### src/rtl/matrix_alu_seq.sv
// matrix_alu_seq: sequential N x N matrix ALU (add, sub, mult, scale, trans).
// Operands A and B are loaded whole. Start runs one operation, one element
// (or one multiply-accumulate) per cycle, into a working matrix R. R is
// copied to the result matrix C only in the DONE cycle, so a read never
// returns a partial result.
// Ports:
//   Clock, ResetN        rising-edge clock, asynchronous active-low reset
//   WrEn, WrSel, WrData  load A (WrSel=0) or B (WrSel=1) while idle
//   RdEn, RdData, RdValid  registered read of C, RdValid pulses with the update
//   Start, Opcode, Scalar  begin an operation; Opcode and Scalar captured at Start
//   Busy, Done, Error    status; Done pulses at completion, Error with it on a bad opcode
// Matrices are packed row-major, element (r,c) at [(N*N-1-(r*N+c))*W +: W].
module matrix_alu_seq #(
  parameter int N        = 4,
  parameter int W        = 16,
  parameter int SATURATE = 0
) (
  input  logic             Clock,
  input  logic             ResetN,
  input  logic             WrEn,
  input  logic             WrSel,
  input  logic [N*N*W-1:0] WrData,
  input  logic             RdEn,
  output logic [N*N*W-1:0] RdData,
  output logic             RdValid,
  input  logic             Start,
  input  logic [2:0]       Opcode,
  input  logic [W-1:0]     Scalar,
  output logic             Busy,
  output logic             Done,
  output logic             Error
);

  localparam int NN = N * N;
  localparam int MW = NN * W;
  localparam int CW = $clog2(N);
  localparam int PW = $clog2(MW);
  // Accumulator holds a full N-term sum of W x W products without overflow.
  localparam int AW = 2 * W + $clog2(N);

  typedef enum logic [2:0] {
    OP_ADD   = 3'b001,
    OP_SUB   = 3'b010,
    OP_MULT  = 3'b011,
    OP_SCALE = 3'b100,
    OP_TRANS = 3'b101
  } op_e;

  typedef enum logic [1:0] {S_IDLE, S_EXEC, S_DONE} state_e;

  state_e          state, state_next;
  logic [MW-1:0]   a_reg, b_reg, c_reg, r_reg;
  logic [2:0]      op_reg;
  logic [W-1:0]    scalar_reg;
  logic [CW-1:0]   row, col, k;
  logic [AW-1:0]   acc, acc_sum;
  logic [W-1:0]    a_rc, b_rc, a_cr, a_rk, b_kc, elem_res;
  logic [PW-1:0]   wr_base;
  logic            illegal, is_mult, last_k, last_step;
  logic            done_q, error_q, rd_valid_q;
  logic [MW-1:0]   rd_data_q;

  // Bit offset of element (r,c) in a packed matrix.
  function automatic logic [PW-1:0] base_of(input logic [CW-1:0] r,
                                            input logic [CW-1:0] c);
    return PW'((NN - 1 - (int'(r) * N + int'(c))) * W);
  endfunction

  function automatic logic [W-1:0] elem(input logic [MW-1:0] m,
                                        input logic [CW-1:0] r,
                                        input logic [CW-1:0] c);
    return m[base_of(r, c) +: W];
  endfunction

  // Reduce a wide unsigned result to W bits: clamp or wrap.
  function automatic logic [W-1:0] fit(input logic [AW-1:0] v);
    if (SATURATE != 0 && (v >> W) != '0) return '1;
    return v[W-1:0];
  endfunction

  // ---------------------------------------------------------------- datapath
  always_comb begin
    // NOTE: every signal gets a default first, so no path leaves one
    // unassigned and infers a latch.
    a_rc      = elem(a_reg, row, col);
    b_rc      = elem(b_reg, row, col);
    a_cr      = elem(a_reg, col, row);
    a_rk      = elem(a_reg, row, k);
    b_kc      = elem(b_reg, k, col);
    acc_sum   = acc + AW'(a_rk) * AW'(b_kc);
    wr_base   = base_of(row, col);
    illegal   = !(op_reg inside {OP_ADD, OP_SUB, OP_MULT, OP_SCALE, OP_TRANS});
    is_mult   = (op_reg == OP_MULT);
    last_k    = !is_mult || (k == CW'(N - 1));
    last_step = (row == CW'(N - 1)) && (col == CW'(N - 1)) && last_k;
    elem_res  = '0;
    case (op_reg)
      OP_ADD:   elem_res = fit(AW'(a_rc) + AW'(b_rc));
      OP_SUB:   elem_res = (SATURATE != 0 && a_rc < b_rc) ? '0 : a_rc - b_rc;
      OP_MULT:  elem_res = fit(acc_sum);
      OP_SCALE: elem_res = fit(AW'(a_rc) * AW'(scalar_reg));
      OP_TRANS: elem_res = a_cr;
      default:  elem_res = '0;
    endcase
  end

  // ---------------------------------------------------------------- FSM
  always_ff @(posedge Clock or negedge ResetN) begin
    if (!ResetN) state <= S_IDLE;
    else         state <= state_next;
  end

  always_comb begin
    state_next = state;
    case (state)
      S_IDLE:  if (Start) state_next = S_EXEC;
      S_EXEC:  if (illegal || last_step) state_next = S_DONE;
      S_DONE:  state_next = S_IDLE;
      default: state_next = S_IDLE;
    endcase
  end

  // ---------------------------------------------------------------- registers
  always_ff @(posedge Clock or negedge ResetN) begin
    if (!ResetN) begin
      // NOTE: the matrices are plain flops, not RAM, so they can and do
      // take the reset; a reset mid-operation leaves C at zero.
      a_reg      <= '0;
      b_reg      <= '0;
      c_reg      <= '0;
      r_reg      <= '0;
      op_reg     <= '0;
      scalar_reg <= '0;
      row        <= '0;
      col        <= '0;
      k          <= '0;
      acc        <= '0;
      done_q     <= 1'b0;
      error_q    <= 1'b0;
      rd_valid_q <= 1'b0;
      rd_data_q  <= '0;
    end else begin
      // NOTE: non-blocking throughout, so every right-hand side sees the
      // pre-edge value (e.g. a read in the DONE cycle returns the old C).
      done_q     <= 1'b0;
      error_q    <= 1'b0;
      rd_valid_q <= RdEn;
      if (RdEn) rd_data_q <= c_reg;

      case (state)
        S_IDLE: begin
          if (WrEn) begin
            if (WrSel) b_reg <= WrData;
            else       a_reg <= WrData;
          end
          if (Start) begin
            op_reg     <= Opcode;
            scalar_reg <= Scalar;
            r_reg      <= '0;
            acc        <= '0;
            row        <= '0;
            col        <= '0;
            k          <= '0;
          end
        end
        S_EXEC: begin
          if (!illegal) begin
            if (!last_k) begin
              k   <= k + CW'(1);
              acc <= acc_sum;
            end else begin
              r_reg[wr_base +: W] <= elem_res;
              k   <= '0;
              acc <= '0;
              if (col == CW'(N - 1)) begin
                col <= '0;
                row <= (row == CW'(N - 1)) ? '0 : row + CW'(1);
              end else begin
                col <= col + CW'(1);
              end
            end
          end
        end
        S_DONE: begin
          done_q  <= 1'b1;
          error_q <= illegal;
          if (!illegal) c_reg <= r_reg;
        end
        default: ;
      endcase
    end
  end

  assign Busy    = (state != S_IDLE);
  assign Done    = done_q;
  assign Error   = error_q;
  assign RdValid = rd_valid_q;
  assign RdData  = rd_data_q;

endmodule

### config.mk
export PLATFORM = sky130hd
export DESIGN_NAME = matrix_alu_seq
export DESIGN_NICKNAME = d
export VERILOG_FILES = /design/src/rtl/matrix_alu_seq.sv
export SDC_FILE = /design/constraint.sdc
export NUM_CORES = 2
export LEC_CHECK = 0
export CAP_MARGIN = 20
export CORE_UTILIZATION = 40
export CTS_BUF_LIST = sky130_fd_sc_hd__clkbuf_4 sky130_fd_sc_hd__clkbuf_8
export DETAILED_ROUTE_END_ITERATION = 8
export GPL_TIMING_DRIVEN = 0
export PLACE_DENSITY = 0.55
export SKIP_CTS_REPAIR_TIMING = 1
export SLEW_MARGIN = 30
export SYNTH_ARGS = -nofsm -noshare
export SYNTH_HDL_FRONTEND = slang
export SYNTH_SLANG_ARGS = --single-unit
### constraint.sdc
create_clock -name Clock -period 13.6 [get_ports Clock]
set_input_delay 2.72 -clock Clock [delete_from_list [all_inputs] [get_ports Clock]]
set_output_delay 2.72 -clock Clock [all_outputs]
set_load 0.02 [all_outputs]
==> results.toml <==
[run_status]
outcome = "finished, final reports clean"

[setup_path]
endpoint_kind = "flip-flop"
r2r_end = "r_reg[172]"
path_max_fanout = 10
cp_common_cell = "fa_1"
r2r_cells = 30
cp_slowest_cell = "xnor2_1"
start_kind = "flip-flop"
cp_data_required_time_ns = 14.44
arrival_ns = 11.60
path_class = "reg -> reg"
slowest_delay_ns = 0.77
r2r_setup_slack_ns = 2.84
timing.rr.start = "col[1]"

[worst_hold_path]
holdCritPathClass = "reg -> reg"
min_to = "c_reg[254]"
holdCritStartpoint = "r_reg[254]"
hold_path_depth = 1

[finish]
nets = 6215
drive_above_1_share_pct = 34.27
fin_util_pct = 49.10
fill_cells = 14780
syn_to_final_growth_pct = 21.46

[clocking]
cts-buffers-inserted = 224
cts_root_buf = "clkbuf_8"
insertion_delay_ns = 1.03
htree_levels = 4
cts.sinks = 1326
clk_pin_slew_worst_paths_ns = 0.06
cts.path.max_buffers = 3
cts_tree = "done"

[sta]
relSlewSlack_pct = 30.10
finalHoldViolations = 0
fin_crit_sh_pct = 79.11
fin_crit_ns = 10.76
setup_violations = 0
rsz0062_at_grt = "no"
clock_skew_ns = 0.09995
whs_ns = 0.4523
fmax_mhz = 92.95
setup_tns_ns = 0
tightest_slew_ns = 1.048
maxSlewViolCount = 0

[grt]
grt_max_degree = 130
antenna_found_initial = 17
globalRouteOverflowTotal = 0
grt_pass1_vias = 46420
grt_use_total_pct = 29.65
grt_pass1_wl_um = 352700

[logic_synthesis]
ys_seq_area_share_pct = 49.64
synthSimpleGateAreaFrac_pct = 4.313
avgSynthCellArea_um2 = 13.84
synth_area_um2 = 66850
synth-edff-count = 0
synth_compound_area_share_pct = 5.082
ys.flop_type = "dfrtp_1"
synth_top_area_share_pct = 49.64
ys_top_cells_by_area = "dfrtp_1 50%, mux2_2 18%, mux4_2 9.6%"
ys_types = 72
synth_xor_area_share_pct = 1.524
ys_seq_elements = 1326
synth.area.mux_share_pct = 28.23
synthCells = 4829
synth_top_cell_by_area = "dfrtp_1"
synth.net_count = 5407
async_flop_share_pct = 100.0
synth_fa_ha_area_share_pct = 7.525
post-synth-top-count-cell = "dfrtp_1"
synth_top_family_by_area = "multiplexers"
yosysWarningCount = 0
synth.top_cells.by_count = "1326 x dfrtp_1, 1057 x mux2_2, 345 x nand2_1"

[routing]
routed_wl_um = 248400
drtAntennaViolNets = 0
post_drt_wl_per_cell_um = 30.99
routed_via_density = 5.658
dr.pass1.iters = 5
via_count = 45350
drtIter0Drc = 3729
drc = 0

[floorplanning]
initial_core_util_pct = 40.42
core_area_um2 = 165400
die_y_um = 410.8
io_pins = 541
die_x_um = 410.8
rows = 149
die-area_um2 = 168800

[run]
cap_violations = 0

[place]
portBuffers = 540
dp_hpwl_um = 190100
gp_congestion = 0.9504
layout by cell type (no fill, tap or decap), types with 11 or more instances in the layout:
| cell | Yosys | layout |
|---|---|---|
| xor2_1 | 24 | 24 |
| xnor2_1 | 75 | 75 |
| nor3_1 | 14 | 12 |
| mux2i_1 | 37 | 32 |
| nor2b_1 | 36 | 36 |
| clkbuf_8 | 0 | 297 |
| buf_6 | 16 | 20 |
| a221oi_1 | 27 | 20 |
| nand2_1 | 345 | 345 |
| ha_1 | 122 | 122 |
| dfrtp_1 | 1326 | 1326 |
| a21oi_1 | 43 | 41 |
| nor2_1 | 119 | 117 |
| mux2_2 | 1057 | 1057 |
| mux4_2 | 285 | 285 |
| o21ai_0 | 172 | 172 |
| clkdlybuf4s50_1 | 0 | 539 |
| nand2b_1 | 23 | 23 |
| buf_4 | 12 | 16 |
| a22oi_1 | 11 | 11 |
| clkbuf_1 | 200 | 129 |
| clkbuf_4 | 0 | 73 |
| and2_1 | 72 | 72 |
| inv_1 | 298 | 298 |
| a22o_1 | 159 | 159 |
| clkinv_2 | 0 | 19 |
| buf_16 | 0 | 25 |
| buf_2 | 40 | 46 |
| fa_1 | 175 | 175 |
| clkbuf_2 | 0 | 73 |
final cells by class:
type / count / area (um^2) / area share, %
flip-flops and latches: 1326 / 33180 / 40.87
well taps: 2189 / 2739 / 3.373
multi-input cells: 2919 / 31340 / 38.61
plain buffers: 284 / 1429 / 1.760
diodes: 5 / 12.51 / 0.01541
inverters: 300 / 1126 / 1.387
clock inverters: 41 / 479.2 / 0.5902
repair buffers: 582 / 6251 / 7.699
clock buffers: 369 / 4628 / 5.700
worst max-delay path: cells and delay by family (launching register included):
| family | cells | cell delay [ns] |
|---|---|---|
| flops | 1 | 0.46 |
| compound gates | 6 | 1.40 |
| xor+xnor | 1 | 0.77 |
| fa+ha+maj | 7 | 3.37 |
| mux | 2 | 0.66 |
| simple gates | 2 | 0.38 |
| buf+inv | 12 | 3.49 |
worst max-delay path by stage:
stage	endpoint	depth (start not counted)	from	slack (ns)
after global routing	r_reg[172]	30	col[1]	2.72
final	r_reg[172]	30	col[1]	2.84
after CTS	r_reg[172]	30	k[1]	2.96
after detailed placement	r_reg[140]	30	k[1]	2.98
after global placement	b_reg[15]	1	ResetN	-51.61
after floorplan	r_reg[109]	28	k[0]	6.00
metal layers:
metal / GRT usage (%) / wire (um)
met1: 38.33 / 100700
met2: 46.48 / 114400
met3: 7.153 / 19370
met5: 0 / 52
met4: 15.00 / 13860
through the flow:
stage | std cells | worst slack (ns) | instance area [um^2]
floorplan | 4829 | 5.999 | 66850
global placement | 7558 | -51.61 | 74990
detailed placement | 7596 | 2.982 | 76030
CTS | 8006 | 2.956 | 81140
global route | 8012 | 2.721 | 81180
finish | 8015 | 2.841 | 81190
kinds of logic (layout without fill, tap and decap cells):
group	Yosys count	count (layout)
other	0	5
buffers and inverters	584	1576
DFF	1326	1326
and+or+nand+nor	647	647
muxes	1387	1387
xor gates and xnor gates	106	106
adders and majority gates	297	297
AOI/OAI and AO/OA	482	482
Power is left out: the tool's default activity adds up to more than one toggle a clock period on the data nets, which glitch-free logic cannot reach.
